### src/rtl/decode_stage_pkg.sv
// Shared RV32I decode definitions: opcodes, funct values, ALU codes and class helpers.
// DECODE_M_EXT_EN (optional) enables M-extension decode in decode_stage.
package decode_stage_pkg;

  localparam logic [6:0] OPC_OP     = 7'b0110011;
  localparam logic [6:0] OPC_OP_IMM = 7'b0010011;
  localparam logic [6:0] OPC_LOAD   = 7'b0000011;
  localparam logic [6:0] OPC_STORE  = 7'b0100011;
  localparam logic [6:0] OPC_BRANCH = 7'b1100011;
  localparam logic [6:0] OPC_LUI    = 7'b0110111;
  localparam logic [6:0] OPC_AUIPC  = 7'b0010111;
  localparam logic [6:0] OPC_JAL    = 7'b1101111;
  localparam logic [6:0] OPC_JALR   = 7'b1100111;

  localparam logic [6:0] F7_BASE   = 7'b0000000;
  localparam logic [6:0] F7_ALT    = 7'b0100000;
  localparam logic [6:0] F7_MULDIV = 7'b0000001;

  localparam logic [2:0] F3_ADD_SUB = 3'b000;
  localparam logic [2:0] F3_SLL     = 3'b001;
  localparam logic [2:0] F3_SRL_SRA = 3'b101;

  localparam int         ALU_CODE_W = 4;
  localparam logic [3:0] ALU_ADD    = 4'b0000;
  localparam logic [3:0] ALU_BRANCH = 4'b1000;

  typedef enum logic [2:0] {
    IMM_NONE, IMM_I, IMM_S, IMM_B, IMM_U, IMM_J
  } imm_sel_e;

  typedef enum logic [3:0] {
    CLS_OP, CLS_OP_IMM, CLS_LOAD, CLS_STORE, CLS_BRANCH,
    CLS_LUI, CLS_AUIPC, CLS_JAL, CLS_JALR, CLS_BAD
  } instr_cls_e;

  // All opcode constants end in 2'b11, so a bad length field falls out as CLS_BAD.
  function automatic instr_cls_e classify(input logic [6:0] opc);
    case (opc)
      OPC_OP:     return CLS_OP;
      OPC_OP_IMM: return CLS_OP_IMM;
      OPC_LOAD:   return CLS_LOAD;
      OPC_STORE:  return CLS_STORE;
      OPC_BRANCH: return CLS_BRANCH;
      OPC_LUI:    return CLS_LUI;
      OPC_AUIPC:  return CLS_AUIPC;
      OPC_JAL:    return CLS_JAL;
      OPC_JALR:   return CLS_JALR;
      default:    return CLS_BAD;
    endcase
  endfunction

  function automatic imm_sel_e imm_sel_of(input instr_cls_e cls);
    case (cls)
      CLS_OP_IMM, CLS_LOAD, CLS_JALR: return IMM_I;
      CLS_STORE:                      return IMM_S;
      CLS_BRANCH:                     return IMM_B;
      CLS_LUI, CLS_AUIPC:             return IMM_U;
      CLS_JAL:                        return IMM_J;
      default:                        return IMM_NONE;
    endcase
  endfunction

endpackage

### src/rtl/decode_stage_if.sv
// Fetch-side and execute-side handshake bundle of decode_stage.
// MULDIV is present only when DECODE_M_EXT_EN is defined.
interface decode_stage_if #(
  parameter int XLEN     = 32,
  parameter int ALU_OP_W = 4
) ();
  logic                in_valid;
  logic                in_ready;
  logic [31:0]         instr;
  logic [XLEN-1:0]     pc;
  logic                flush;
  logic                out_valid;
  logic                out_ready;
  logic [XLEN-1:0]     out_pc;
  logic [4:0]          rs1;
  logic [4:0]          rs2;
  logic [4:0]          rd;
  logic [ALU_OP_W-1:0] alu_op;
  logic                alu_src;
  logic [XLEN-1:0]     imm;
  logic [2:0]          funct3;
  logic                allow_wr;
  logic                mem_rd;
  logic                mem_wr;
  logic                branch;
  logic                jump;
`ifdef DECODE_M_EXT_EN
  logic                muldiv;
`endif
  logic                illegal;

`ifdef DECODE_M_EXT_EN
  modport master (
    output in_valid, instr, pc, flush, out_ready,
    input  in_ready, out_valid, out_pc, rs1, rs2, rd, alu_op, alu_src, imm,
           funct3, allow_wr, mem_rd, mem_wr, branch, jump, muldiv, illegal
  );
  modport slave (
    input  in_valid, instr, pc, flush, out_ready,
    output in_ready, out_valid, out_pc, rs1, rs2, rd, alu_op, alu_src, imm,
           funct3, allow_wr, mem_rd, mem_wr, branch, jump, muldiv, illegal
  );
`else
  modport master (
    output in_valid, instr, pc, flush, out_ready,
    input  in_ready, out_valid, out_pc, rs1, rs2, rd, alu_op, alu_src, imm,
           funct3, allow_wr, mem_rd, mem_wr, branch, jump, illegal
  );
  modport slave (
    input  in_valid, instr, pc, flush, out_ready,
    output in_ready, out_valid, out_pc, rs1, rs2, rd, alu_op, alu_src, imm,
           funct3, allow_wr, mem_rd, mem_wr, branch, jump, illegal
  );
`endif
endinterface

### src/rtl/decode_stage_imm_gen.sv
// Combinational immediate generator: picks the RV32I immediate format from the
// instruction class and sign-extends it from INSTR[31] to XLEN.
module decode_stage_imm_gen
  import decode_stage_pkg::*;
#(
  parameter int XLEN = 32
) (
  input  logic [31:0]     instr_i,
  input  instr_cls_e      cls_i,
  output logic [XLEN-1:0] imm_o
);

  logic signed [31:0] imm32;

  always_comb begin
    imm32 = '0;
    case (imm_sel_of(cls_i))
      IMM_I:   imm32 = {{20{instr_i[31]}}, instr_i[31:20]};
      IMM_S:   imm32 = {{20{instr_i[31]}}, instr_i[31:25], instr_i[11:7]};
      IMM_B:   imm32 = {{19{instr_i[31]}}, instr_i[31], instr_i[7],
                        instr_i[30:25], instr_i[11:8], 1'b0};
      IMM_U:   imm32 = {instr_i[31:12], 12'b0};
      IMM_J:   imm32 = {{11{instr_i[31]}}, instr_i[31], instr_i[19:12],
                        instr_i[20], instr_i[30:21], 1'b0};
      default: imm32 = '0;
    endcase
    // Signed source, so the size cast replicates bit 31 up to XLEN.
    imm_o = XLEN'(imm32);
  end

endmodule

### src/rtl/decode_stage.sv
// Registered, valid/ready-handshaked RV32I decoder between fetch and execute.
// Define DECODE_M_EXT_EN to decode the M extension (OP with funct7=0000001).
module decode_stage
  import decode_stage_pkg::*;
#(
  parameter int XLEN     = 32,
  parameter int ALU_OP_W = 4
) (
  input logic           clk,
  input logic           rst,
  decode_stage_if.slave bus
);

  instr_cls_e          cls;
  logic [2:0]          f3;
  logic [6:0]          f7;
  logic [ALU_CODE_W-1:0] alu_code;
  logic                bad, wr_cls;
  logic [4:0]          rs1_d;
  logic                alu_src_d, allow_wr_d, mem_rd_d, mem_wr_d, branch_d, jump_d;
  logic [XLEN-1:0]     imm_d;
`ifdef DECODE_M_EXT_EN
  logic                muldiv_d, muldiv_q;
`endif

  logic                out_valid_q;
  logic [XLEN-1:0]     pc_q, imm_q;
  logic [4:0]          rs1_q, rs2_q, rd_q;
  logic [ALU_OP_W-1:0] alu_op_q;
  logic [2:0]          funct3_q;
  logic                alu_src_q, allow_wr_q, mem_rd_q, mem_wr_q, branch_q, jump_q, illegal_q;
  logic                accept;

  decode_stage_imm_gen #(.XLEN(XLEN)) u_imm_gen (
    .instr_i (bus.instr),
    .cls_i   (cls),
    .imm_o   (imm_d)
  );

  always_comb begin
    cls       = classify(bus.instr[6:0]);
    f3        = bus.instr[14:12];
    f7        = bus.instr[31:25];
    alu_code  = ALU_ADD;
    bad       = 1'b0;
    wr_cls    = 1'b0;
    rs1_d     = bus.instr[19:15];
    alu_src_d = 1'b0;
    mem_rd_d  = 1'b0;
    mem_wr_d  = 1'b0;
    branch_d  = 1'b0;
    jump_d    = 1'b0;
`ifdef DECODE_M_EXT_EN
    muldiv_d  = 1'b0;
`endif
    case (cls)
      CLS_OP: begin
        wr_cls = 1'b1;
        if (f7 == F7_BASE || (f7 == F7_ALT && (f3 == F3_ADD_SUB || f3 == F3_SRL_SRA)))
          alu_code = {bus.instr[30], f3};
`ifdef DECODE_M_EXT_EN
        else if (f7 == F7_MULDIV) begin
          muldiv_d = 1'b1;
          alu_code = {1'b0, f3};
        end
`endif
        else
          bad = 1'b1;
      end
      CLS_OP_IMM: begin
        wr_cls    = 1'b1;
        alu_src_d = 1'b1;
        // Only the shift-right pair carries a qualifier bit in the immediate.
        alu_code  = {(f3 == F3_SRL_SRA) ? bus.instr[30] : 1'b0, f3};
        if (f3 == F3_SLL && f7 != F7_BASE)
          bad = 1'b1;
        if (f3 == F3_SRL_SRA && f7 != F7_BASE && f7 != F7_ALT)
          bad = 1'b1;
      end
      CLS_LOAD: begin
        wr_cls    = 1'b1;
        mem_rd_d  = 1'b1;
        alu_src_d = 1'b1;
      end
      CLS_STORE: begin
        mem_wr_d  = 1'b1;
        alu_src_d = 1'b1;
      end
      CLS_BRANCH: begin
        branch_d = 1'b1;
        alu_code = ALU_BRANCH;
      end
      CLS_LUI: begin
        wr_cls    = 1'b1;
        rs1_d     = '0;
        alu_src_d = 1'b1;
      end
      CLS_AUIPC: begin
        wr_cls    = 1'b1;
        alu_src_d = 1'b1;
      end
      CLS_JAL: begin
        wr_cls = 1'b1;
        jump_d = 1'b1;
      end
      CLS_JALR: begin
        wr_cls    = 1'b1;
        jump_d    = 1'b1;
        alu_src_d = 1'b1;
      end
      default: bad = 1'b1;
    endcase
    // Illegal instructions still travel down the pipe but must have no side effects.
    if (bad) begin
      mem_rd_d = 1'b0;
      mem_wr_d = 1'b0;
      branch_d = 1'b0;
      jump_d   = 1'b0;
`ifdef DECODE_M_EXT_EN
      muldiv_d = 1'b0;
`endif
    end
    allow_wr_d = wr_cls && (bus.instr[11:7] != 5'd0) && !bad;
  end

  assign bus.in_ready = !rst && (!out_valid_q || bus.out_ready) && !bus.flush;
  assign accept       = bus.in_valid && bus.in_ready;

  always_ff @(posedge clk) begin
    if (rst) begin
      out_valid_q <= 1'b0;
      pc_q        <= '0;
      rs1_q       <= '0;
      rs2_q       <= '0;
      rd_q        <= '0;
      alu_op_q    <= '0;
      alu_src_q   <= 1'b0;
      imm_q       <= '0;
      funct3_q    <= '0;
      allow_wr_q  <= 1'b0;
      mem_rd_q    <= 1'b0;
      mem_wr_q    <= 1'b0;
      branch_q    <= 1'b0;
      jump_q      <= 1'b0;
`ifdef DECODE_M_EXT_EN
      muldiv_q    <= 1'b0;
`endif
      illegal_q   <= 1'b0;
    end else begin
      if (bus.flush)
        out_valid_q <= 1'b0;
      else if (accept)
        out_valid_q <= 1'b1;
      else if (bus.out_ready)
        out_valid_q <= 1'b0;
      if (accept) begin
        pc_q       <= bus.pc;
        rs1_q      <= rs1_d;
        rs2_q      <= bus.instr[24:20];
        rd_q       <= bus.instr[11:7];
        alu_op_q   <= ALU_OP_W'(alu_code);
        alu_src_q  <= alu_src_d;
        imm_q      <= imm_d;
        funct3_q   <= f3;
        allow_wr_q <= allow_wr_d;
        mem_rd_q   <= mem_rd_d;
        mem_wr_q   <= mem_wr_d;
        branch_q   <= branch_d;
        jump_q     <= jump_d;
`ifdef DECODE_M_EXT_EN
        muldiv_q   <= muldiv_d;
`endif
        illegal_q  <= bad;
      end
    end
  end

  assign bus.out_valid = out_valid_q;
  assign bus.out_pc    = pc_q;
  assign bus.rs1       = rs1_q;
  assign bus.rs2       = rs2_q;
  assign bus.rd        = rd_q;
  assign bus.alu_op    = alu_op_q;
  assign bus.alu_src   = alu_src_q;
  assign bus.imm       = imm_q;
  assign bus.funct3    = funct3_q;
  assign bus.allow_wr  = allow_wr_q;
  assign bus.mem_rd    = mem_rd_q;
  assign bus.mem_wr    = mem_wr_q;
  assign bus.branch    = branch_q;
  assign bus.jump      = jump_q;
`ifdef DECODE_M_EXT_EN
  assign bus.muldiv    = muldiv_q;
`endif
  assign bus.illegal   = illegal_q;

endmodule

### src/flat_wrapper.sv
// flat-port wrapper written by rule: the top's interface ports become plain ports
module decode_stage_flat import decode_stage_pkg::*;
#(
  parameter int XLEN     = 32,
  parameter int ALU_OP_W = 4
)
  (clk, rst, bus_in_valid, bus_instr, bus_pc, bus_flush, bus_out_ready, bus_in_ready, bus_out_valid, bus_out_pc, bus_rs1, bus_rs2, bus_rd, bus_alu_op, bus_alu_src, bus_imm, bus_funct3, bus_allow_wr, bus_mem_rd, bus_mem_wr, bus_branch, bus_jump, bus_illegal);
  decode_stage_if #(.XLEN(XLEN), .ALU_OP_W(ALU_OP_W)) bus_i ();
  input logic clk;
  input logic rst;
  input wire logic [$bits(bus_i.in_valid)-1:0] bus_in_valid;
  input wire logic [$bits(bus_i.instr)-1:0] bus_instr;
  input wire logic [$bits(bus_i.pc)-1:0] bus_pc;
  input wire logic [$bits(bus_i.flush)-1:0] bus_flush;
  input wire logic [$bits(bus_i.out_ready)-1:0] bus_out_ready;
  output wire logic [$bits(bus_i.in_ready)-1:0] bus_in_ready;
  output wire logic [$bits(bus_i.out_valid)-1:0] bus_out_valid;
  output wire logic [$bits(bus_i.out_pc)-1:0] bus_out_pc;
  output wire logic [$bits(bus_i.rs1)-1:0] bus_rs1;
  output wire logic [$bits(bus_i.rs2)-1:0] bus_rs2;
  output wire logic [$bits(bus_i.rd)-1:0] bus_rd;
  output wire logic [$bits(bus_i.alu_op)-1:0] bus_alu_op;
  output wire logic [$bits(bus_i.alu_src)-1:0] bus_alu_src;
  output wire logic [$bits(bus_i.imm)-1:0] bus_imm;
  output wire logic [$bits(bus_i.funct3)-1:0] bus_funct3;
  output wire logic [$bits(bus_i.allow_wr)-1:0] bus_allow_wr;
  output wire logic [$bits(bus_i.mem_rd)-1:0] bus_mem_rd;
  output wire logic [$bits(bus_i.mem_wr)-1:0] bus_mem_wr;
  output wire logic [$bits(bus_i.branch)-1:0] bus_branch;
  output wire logic [$bits(bus_i.jump)-1:0] bus_jump;
  output wire logic [$bits(bus_i.illegal)-1:0] bus_illegal;
  assign bus_i.in_valid = bus_in_valid;
  assign bus_i.instr = bus_instr;
  assign bus_i.pc = bus_pc;
  assign bus_i.flush = bus_flush;
  assign bus_i.out_ready = bus_out_ready;
  assign bus_in_ready = bus_i.in_ready;
  assign bus_out_valid = bus_i.out_valid;
  assign bus_out_pc = bus_i.out_pc;
  assign bus_rs1 = bus_i.rs1;
  assign bus_rs2 = bus_i.rs2;
  assign bus_rd = bus_i.rd;
  assign bus_alu_op = bus_i.alu_op;
  assign bus_alu_src = bus_i.alu_src;
  assign bus_imm = bus_i.imm;
  assign bus_funct3 = bus_i.funct3;
  assign bus_allow_wr = bus_i.allow_wr;
  assign bus_mem_rd = bus_i.mem_rd;
  assign bus_mem_wr = bus_i.mem_wr;
  assign bus_branch = bus_i.branch;
  assign bus_jump = bus_i.jump;
  assign bus_illegal = bus_i.illegal;
  decode_stage #(.XLEN(XLEN), .ALU_OP_W(ALU_OP_W)) u_core (.clk(clk), .rst(rst), .bus(bus_i));
endmodule
### config.mk
export PLATFORM = sky130hd
export DESIGN_NAME = decode_stage_flat
export DESIGN_NICKNAME = d
export VERILOG_FILES = /design/src/rtl/decode_stage_pkg.sv /design/src/rtl/decode_stage_if.sv /design/src/rtl/decode_stage_imm_gen.sv /design/src/rtl/decode_stage.sv /design/src/flat_wrapper.sv
export SDC_FILE = /design/constraint.sdc
export NUM_CORES = 1
export LEC_CHECK = 0
export CORE_ASPECT_RATIO = 1.25
export CORE_MARGIN = 1
export CORE_UTILIZATION = 45
export DETAILED_ROUTE_END_ITERATION = 10
export GPL_TIMING_DRIVEN = 0
export MAX_ROUTING_LAYER = met4
export PLACE_DENSITY_LB_ADDON = 0.05
export SLEW_MARGIN = 20
export SYNTH_ARGS = -nofsm -noshare
export SYNTH_HDL_FRONTEND = slang
export SYNTH_SLANG_ARGS = --single-unit
### constraint.sdc
create_clock -name clk -period 5.05 [get_ports clk]
set_input_delay 0.7575 -clock clk [delete_from_list [all_inputs] [get_ports clk]]
set_output_delay 0.7575 -clock clk [all_outputs]
set_load 0.05 [all_outputs]
* Word-level counts from Yosys, hierarchy flattened
Memory sizes are Yosys's and may differ from the RTL's.
Cells that the tools add are included.
** Operators by class
- Equality and inequality tests :: 26
- Mux-type cells :: 22
- Reduce and logical (&&, ||, !) cells :: 27
** Operators with widths (number)
- case mux 32 bit (5 select lines) :: 1
- case mux 4 bit (9 select lines) :: 1
- == test 7 x 6 -> 1 bit (second input constant) :: 4
- == test 7 bit (second input constant) :: 3
- == test 4 x 3 -> 1 bit (second input constant) :: 4
- 2-to-1 mux 1 bit :: 16
- == test 7 x 5 -> 1 bit (second input constant) :: 2
- OR reduction 7 bit :: 2
- case mux 4 bit (3 select lines) :: 1
- == test 3 bit (second input constant) :: 3
- logical AND 1 bit :: 9
- == test 4 x 2 -> 1 bit (second input constant) :: 2
- == test 7 x 2 -> 1 bit (second input constant) :: 1
- zero test 7 bit :: 1
- != test 7 x 6 -> 1 bit (second input constant) :: 1
- nonzero test 7 bit :: 1
- == test 3 x 1 -> 1 bit (second input constant) :: 2
- == test 3 x 2 -> 1 bit (second input constant) :: 2
- OR reduction 6 bit :: 1
- 2-to-1 mux 5 bit :: 1
- nonzero test 5 bit :: 1
- == test 4 x 1 -> 1 bit (second input constant) :: 1
- == test 4 bit (second input constant) :: 1
- zero test 1 bit :: 4
- 7 further kinds :: 10
** Word-level totals
- Flip-flop bits (word level) :: 94
- Bits in read-only memories :: 48
- Bits of input ports :: 69
- Output and inout port bits :: 95
- Logic and storage cells :: 91
- Memories :: 1
** Memories
- (name not given) :: depth 16, width 3, rd ports 1, clocked after memory_dff 0, wr ports 0, line decode_stage_pkg.sv:53 : case (cls)

* Logic depth before layout (Yosys ltp)
Gate-level depths: netlist of the first run.
- Depth after elaboration :: 8
- Depth in mapped cells :: 15
- Depth with buffers taken out :: 13

* Hierarchy
A second synthesis of the first run with hierarchy kept.
** Second synthesis, totals
- Cells, all modules :: 537
- Area, all modules :: 4082.7 sq um
** Modules (own cells, without submodules)
- decode_stage :: instances 1, cells each 451, area each 3519.6 sq um, sequential area each 1881.8 sq um
- decode_stage_imm_gen :: instances 1, cells each 86, area each 563.0 sq um, sequential area each 0.0 sq um

* Worst setup path after synthesis of the first run
No wires, ideal clock.
- Path type :: input to register
- Start :: input port bus_instr[2]
- End :: register u_core.imm_q[12] (netlist: u_core.bus.imm[12])
- Setup time :: 0.074 ns
- Arrival time :: 3.231 ns
- Data required time :: 4.976 ns
- Setup slack :: 1.745 ns
- Stages on the path :: 13
- Buffers on the path :: 2
- Cell sequence :: buf_6 xor2_1 a21oi_1 nor2_1 nor2_1 or3_2 ha_1 or3_1 a221oi_2 a211oi_4 a31o_2 buf_4 o21ai_0
** Between the ends
- Word-level cells in the longest chain between the ends :: 5
- Elaborated cells between the ends (all ways) :: 17
- Those cells by class :: eq/ne (14); mux (2); memory (1)
** RTL lines
- start: declaration :: line flat_wrapper.sv:12 : input wire logic [$bits(bus_i.instr)-1:0] bus_instr;
- == test 7 bit, or another cell as far along :: line decode_stage_pkg.sv:38 : case (opc)
- case mux 4 bit (9 select lines) * :: line decode_stage_pkg.sv:38
- memory read (16 x 3 bit) *
- == test 3 bit, or another cell as far along :: line decode_stage_imm_gen.sv:17 : case (imm_sel_of(cls_i))
- case mux 32 bit (5 select lines) * :: line decode_stage_imm_gen.sv:17
- end signal: assignment :: line decode_stage.sv:163 : imm_q <= imm_d;
- end: declaration :: line decode_stage.sv:27 : logic [XLEN-1:0] pc_q, imm_q;
Mark *: on every way between the ends. The rest lies on a longest branch, timed or not.
A chain may end at the register's enable or synchronous reset.

* Final worst setup path of the first run
- Start :: input port bus_instr[4]
- End :: register u_core.imm_q[10] (netlist: u_core.bus.imm[10])
Same word-level chain as after synthesis.

==> summary.txt, run 1 <==
Placement
  • Hpwl dp: 8946 um
  • Buffers on Ports: 163
  • Placer Congestion: 0.8641
  • Pre-CTS setup slack: 0.7633 ns

Power
  • Sequential share of power: 48.8%
  • Power Density: 267.7 nW/um^2
  • Leakage: 0.002024 uW
  • Switching Fraction: 27.12%
  • Switching power: 426.4 uW
  • Worst IR Drop VDD: 0.0002279 V
  • Comb power frac: 16.9%
  • Clock share of power: 34.2%
  • Internal: 1146 uW
  • Pwr Total: 1572 uW

STA
  • RSZ-0062 raised after global routing: no
  • Final Worst Setup Slack: 1.114 ns
  • Final setup violation count: 0
  • Final Slew Violations: 0
  • F_max: 0.2541 GHz
  • Worst slew margin: 50.74%
  • Setup TNS: 0 ns
  • Worst Tran Pin Value: 0.7287 ns
  • Tcrit/Tclk final: 77.93%
  • Worst clock skew: 0.01273 ns
  • Worst hold slack: 0.4465 ns
  • Final number of hold-violating endpoints: 0
  • Final min period: 3.936 ns

Clock network
  • Post-CTS Resized: 0
  • # Post-CTS Setup Buffers: 0
  • CTS buffer count: 9
  • CTS tree: yes
  • Max clock buf depth: 2
  • CTS Sinks: 94
  • Clock Latency Late Sink: 0.37 ns
  • Root buffer cell: clkbuf_8
  • Clk slew on worst S/H paths: 0.09 ns
  • Hold_buf cts: 0
  • Htree depth: 3

Critical path
  • CP max stage delay: 0.60 ns
  • WP data required: 5.36 ns
  • Worst EP arrival: 4.25 ns
  • WS Path Type: input port to flip-flop
  • First element of the critical path: bus_instr[4]
  • CP endpoint kind: flip-flop
  • CP Max Fanout: 8
  • Startpoint types: input port
  • Worst path cell trace: clkdlybuf4s50_1 > and3b_1 > buf_2 > and3_2 > o21ai_0 > inv_1 > ha_1 > nor4b_1 > a31oi_2 > o21ai_1 > a21oi_1 > a22oi_1 > nor2_1
  • Crit Reg-Reg Startpoint: u_core.bus.out_valid
  • Critical path's slowest cell: clkdlybuf4s50_1

Floorplanning
  • # IOs: 164
  • Area of the die: 9060 sq um
  • Core area: 8333 sq um
  • Die H: 106.2 um
  • Die Wd: 85.34 um
  • Starting Density: 46.88%
  • Num rows: 37

Synthesis
  • Synth cell types: 50
  • Register area share after synthesis: 48.17%
  • Post-synth top flop: dfxtp_1
  • Post-Synthesis Cells: 484
  • Mapped cell area: 3906 sq um
  • Synthesized area per cell: 8.071 sq um
  • Async SR Flop Fraction: 0%
  • Yosys reg bits: 94
  • Mapped Nets: 558
  • Post-synth EDFFs: 0
  • Synth Warn #: 0

Status
  • Status: complete, no violations

GRT
  • Initial antenna violation count: 0
  • Total grt overflow: 0
  • First-pass GRT wire length: 18780 um
  • Number of global-route vias before repair: 3904
  • GR Util All Layers: 27.25%
  • Largest net degree at the start of global routing: 16

Final layout
  • Util after Layout: 70.48%
  • Syn-to-layout area delta: 50.35%
  • Register area: 1882 sq um
  • Fill count: 686
  • Multi-input logic area: 1864 sq um
  • Commonest non-fill, non-tap cell in the layout: clkdlybuf4s50_1
  • ANT cells: 0
  • Nets: 732
  • Most frequent cells in the layout: 163 x clkdlybuf4s50_1, 120 x nand2_1, 94 x dfxtp_1
  • Ratio of cells with drive above 1 in the final layout: 5.581%

Drt
  • Vias: 4051
  • Antenna-violating nets left: 0
  • Drt wl/cell: 15.48 um
  • DRC viols: 0
  • DR iter-0 viols: 195
  • Via/cell ratio: 5.330
  • Drt total wl: 11770 um
  • DRT Pass-1 Iters: 5

Min path
  • Hold Crit Start: u_core.bus.imm[23]
  • Min-Delay Path Class: flip-flop to flip-flop

Run
  • Max cap viols: 0
==> power by group through the flow <==
stage	clock (uW)	sequential, uW	combinational [uW]
final	538	768	266
after global routing	582	771	284
after CTS	550	768	266
after detailed placement	0	785	265
after global placement	0	784	263
after floorplan	0	849	77.2
==> cells in the mapped netlist, drive strengths merged, types with 2 or more instances <==
| cell type | number | area (sq um) |
|---|---|---|
| nand2 | 120 | 450.4 |
| dfxtp | 94 | 1882 |
| a21oi | 82 | 417.9 |
| nor2 | 35 | 131.4 |
| o21ai | 26 | 133.9 |
| clkbuf | 24 | 90.09 |
| a22oi | 15 | 112.6 |
| nor3 | 9 | 50.05 |
| buf | 7 | 51.29 |
| nand2b | 7 | 43.79 |
| a221oi | 5 | 50.04 |
| ha | 5 | 62.56 |
| inv | 5 | 18.77 |
| a211oi | 4 | 55.05 |
| and2 | 4 | 25.02 |
| nand3 | 4 | 20.02 |
| or3 | 4 | 27.52 |
| a2bb2oi | 3 | 26.28 |
| a31o | 3 | 26.28 |
| nand3b | 3 | 22.52 |
| xnor2 | 3 | 26.28 |
| a21o | 2 | 15.01 |
| a31oi | 2 | 18.77 |
| and3 | 2 | 15.01 |
| nor2b | 2 | 12.51 |
==> flip-flops by register name (all words and copies together), names as in the netlist, 3 cells and up <==
signal             count
u_core.bus.rs1         5
u_core.bus.alu_op      4
u_core.bus.out_pc     32
u_core.bus.rd          5
u_core.bus.imm        32
u_core.bus.funct3      3
u_core.bus.rs2         5
==> critical path, delay by kind of cell <==
family	cells	cell delay, ns
buffers and inverters	3	0.88
AND/OR/NAND/NOR	4	0.74
AO/OA/AOI/OAI	5	1.59
adder cells (fa/ha/maj)	1	0.27
==> kinds of logic after synthesis <==
logic type | after synthesis | synth area share, %
and+or+nand+nor | 196 | 21.72
AOI/OAI and AO/OA | 148 | 23.25
DFF | 94 | 48.17
buffers and inverters | 36 | 4.100
adders and majority gates | 5 | 1.602
xor gates and xnor gates | 4 | 0.8970
muxes | 1 | 0.2563
==> per-layer routing <==
| metal | routed length [um] | vias up | track usage [%] |
|---|---|---|---|
| li1 | - | 2009 | - |
| met1 | 4749 | 1828 | 30.82 |
| met4 | 510 | 0 | 14.76 |
| met2 | 5798 | 177 | 45.91 |
| met5 | 0 | - | - |
| met3 | 710 | 37 | 4.581 |
==> path summary, 6_finish.rpt <==
check                                          end  depth (start not counted)  slack [ns]
worst min register to register  u_core.bus.imm[23]                          2        0.45
worst max-delay path            u_core.bus.imm[10]                         13        1.11
worst max register to register   u_core.bus.rs2[0]                          8        2.71
worst min-delay path            u_core.bus.imm[23]                          2        0.45
==> through the flow <==
step / instance area [sq um] / cells
4_1_cts: 5873 / 760
3_3_place_gp: 5659 / 744
3_5_place_dp: 5659 / 744
2_1_floorplan: 3906 / 484
6_report: 5873 / 760
5_1_grt: 5873 / 760
==> final cells by class <==
type                    count  area share [%]
clock buffers              10           2.173
clock inverters             6           1.470
flip-flops and latches     94           32.04
multi-input cells         354           31.74
repair buffers            163           27.78
well taps                  97           2.066
inverters                   5          0.3196
plain buffers              31           2.407
Power figures use the tool's default switching activity.
==> inputs of run 2 (changes only) <==
Settings changed: CORE_UTILIZATION 45 to 43.
Clock period 5.05 ns to 4 ns, I/O delays scaled along.
==> summary.txt, run 2 (synthesized netlist as in run 1, its figures left out) <==
Status
  • Status: complete, no violations

Floorplanning
  • Num rows: 38 (+2.7%)
  • Core area: 8748 sq um (+5.0%)
  • Die H: 108.6 um (+2.3%)
  • Die Wd: 87.25 um (+2.2%)
  • # IOs: 164 (unchanged)
  • Area of the die: 9472 sq um (+4.6%)
  • Starting Density: 44.65% (-2.2 points)

Critical path
  • CP max stage delay: 0.59 ns (about the same)
  • Startpoint types: input port
  • Worst path cell trace: clkdlybuf4s50_1 > and3b_1 > buf_2 > and3_2 > o21ai_0 > inv_1 > ha_1 > nor4b_1 > a31oi_2 > o21ai_1 > a31o_2 > buf_4 > o21ai_0
  • CP dominant cell by count: o21ai_0
  • CP Max Fanout: 10 (+2)
  • CP endpoint kind: flip-flop
  • Largest delay contributor family on the critical path: compound AO/OA/AOI/OAI gates
  • Bufs and invs on worst path: 4 (+1)
  • Critical path's slowest cell: clkdlybuf4s50_1
  • WS Path Type: input port to flip-flop
  • Worst EP arrival: 4.05 ns (-0.20 ns)
  • WP data required: 4.28 ns (-1.08 ns)

Clock network
  • # Post-CTS Setup Buffers: 0 (unchanged)
  • CTS tree: yes
  • Hold_buf cts: 0 (unchanged)
  • Root buffer cell: clkbuf_8
  • CTS Sinks: 94 (unchanged)
  • Max clock buf depth: 2 (unchanged)
  • Clock Latency Late Sink: 0.35 ns (-0.02 ns)
  • Post-CTS Resized: 0 (unchanged)
  • CTS buffer count: 9 (unchanged)
  • Htree depth: 3 (unchanged)
  • Clk slew on worst S/H paths: 0.09 ns (about the same)

STA
  • Final min period: 3.772 ns
  • RSZ-0062 raised after global routing: no
  • Worst Tran Pin Value: 0.7588 ns (+0.03015 ns)
  • F_max: 0.2651 GHz
  • Final Worst Setup Slack: 0.2282 ns (-0.8862 ns)
  • Final number of hold-violating endpoints: 0 (unchanged)
  • Final Slew Violations: 0 (unchanged)
  • Tcrit/Tclk final: 94.30%
  • Worst hold slack: 0.4502 ns (+0.003684 ns)
  • Worst slew margin: 48.70% (-2.0 points)
  • Worst clock skew: 0.004766 ns (-0.007960 ns)
  • Final setup violation count: 0 (unchanged)

Final layout
  • Nets: 732 (unchanged)
  • Most frequent cells in the layout: 163 x clkdlybuf4s50_1, 120 x nand2_1, 94 x dfxtp_1
  • Commonest non-fill, non-tap cell in the layout: clkdlybuf4s50_1
  • Ratio of cells with drive above 1 in the final layout: 5.430% (-0.15 points)
  • ANT cells: 0 (unchanged)
  • Final instance area: 5908 sq um (+0.60%)
  • Syn-to-layout area delta: 51.25%
  • Final non-filler cell total: 783 (+3.0%)

Power
  • Worst IR Drop VDD: 0.0001588 V (-30%)
  • Clock share of power: 34.5% (+0.3 points)
  • Switching power: 528.2 uW (+24%)
  • Sequential share of power: 48.6% (-0.2 points)
  • Power Density: 337.5 nW/um^2 (+26%)
  • Switching Fraction: 26.49% (-0.63 points)
  • Comb power frac: 16.9% (about the same)
  • Internal: 1466 uW (+28%)
  • Leakage: 0.002022 uW (-0.12%)

Drt
  • Vias: 4039 (-0.30%)
  • Via/cell ratio: 5.158 (-3.2%)
  • DR iter-0 viols: 229 (+17%)
  • Antenna-violating nets left: 0 (unchanged)
  • DRT Pass-1 Iters: 4 (-1)
  • DRC viols: 0 (unchanged)
  • Drt total wl: 11620 um (-1.3%)
  • Drt wl/cell: 14.84 um (-4.2%)

Placement
  • Pre-CTS setup slack: -0.1664 ns (-0.9297 ns)
  • Hpwl dp: 8832 um (-1.3%)
  • Buffers on Ports: 163 (unchanged)
  • Placed Area: 5688 sq um (+0.51%)
  • Placer Congestion: 0.8905 (+3.1%)
  • Post-Place Cells: 767 (+3.1%)

GRT
  • Total grt overflow: 0 (unchanged)
  • Number of global-route vias before repair: 3733 (-4.4%)
  • GR Util All Layers: 25.40% (-1.9 points)
  • First-pass GRT wire length: 18020 um (-4.0%)
  • Largest net degree at the start of global routing: 15 (-1)
  • Initial antenna violation count: 0 (unchanged)

Min path
  • Min-Delay Path Class: flip-flop to flip-flop

Run
  • Max cap viols: 0 (unchanged)
run 2: routing by layer:
metal  global-route usage [%]  wire length, um  up-vias
li1                         -                -     2004
met1                    28.43             4800     1875
met2                    44.20             5913      136
met3                    4.351              609       24
met4                    10.77              293        0
met5                        -                0        -
run 2: stage by stage:
step	setup TNS, ns	total power (uW)	util, %
global route	0	2069	67.53
floorplan	0	1169	-
global placement	-0.1306	1322	65.02
finish	0	1994	67.53
CTS	0	2011	67.49
detailed placement	-1.443	1326	65.02
run 2: final timing paths:
kind / from / endpoint / slack (ns) / cells after the start
setup reg to reg: u_core.bus.out_valid / u_core.bus.rs2[0] / 1.55 / 8
hold / removal: u_core.bus.imm[24] / u_core.bus.imm[24] / 0.45 / 2
setup / recovery: bus_instr[4] / u_core.bus.imm[17] / 0.23 / 13
hold reg to reg: u_core.bus.imm[24] / u_core.bus.imm[24] / 0.45 / 2
run 2: power groups by stage:
stage | clock network, uW | logic (uW) | registers, uW
2_1_floorplan | 0 | 97.4 | 1070
3_3_place_gp | 0 | 332 | 990
3_5_place_dp | 0 | 335 | 991
4_1_cts | 705 | 336 | 969
5_1_grt | 737 | 359 | 972
6_report | 689 | 336 | 969
run 2: worst register-to-register path, stage by stage, from the launching register on:
cell	delay (ns)
dfxtp_1	0.32
nor2b_1	0.14
nor3_1	0.28
and2_1	0.18
clkbuf_1	0.33
clkbuf_1	0.44
buf_1	0.43
nand2_1	0.10
a21oi_1	0.15
run 2: final cells by class:
| cell class | instances | area [sq um] |
|---|---|---|
| Clock buffer | 13 | 148.9 |
| Sequential cell | 94 | 1882 |
| Buffer | 31 | 141.4 |
| Timing Repair Buffer | 163 | 1632 |
| Inverter | 5 | 18.77 |
| Multi-Input combinational cell | 354 | 1868 |
| Tap cell | 120 | 150.1 |
| Fill cell | 766 | 2840 |
| Clock inverter | 3 | 67.56 |
==> inputs of run 3 (changes only) <==
Settings changed: CORE_UTILIZATION 43 to 45.
Clock period 4 ns to 4.75 ns, I/O delays scaled along.
==> results of run 3 <==
Same layout as run 1 (identical final DEF). Status: complete, no violations.
Main changes from that run: setup slack after placement 0.7633 ns -> 0.5083 ns; setup slack after layout 1.114 ns -> 0.8594 ns; register-to-register setup slack 2.71 ns -> 2.41 ns; total power 1572 uW -> 1672 uW; worst IR drop on VDD 0.0002279 V -> 0.0002423 V
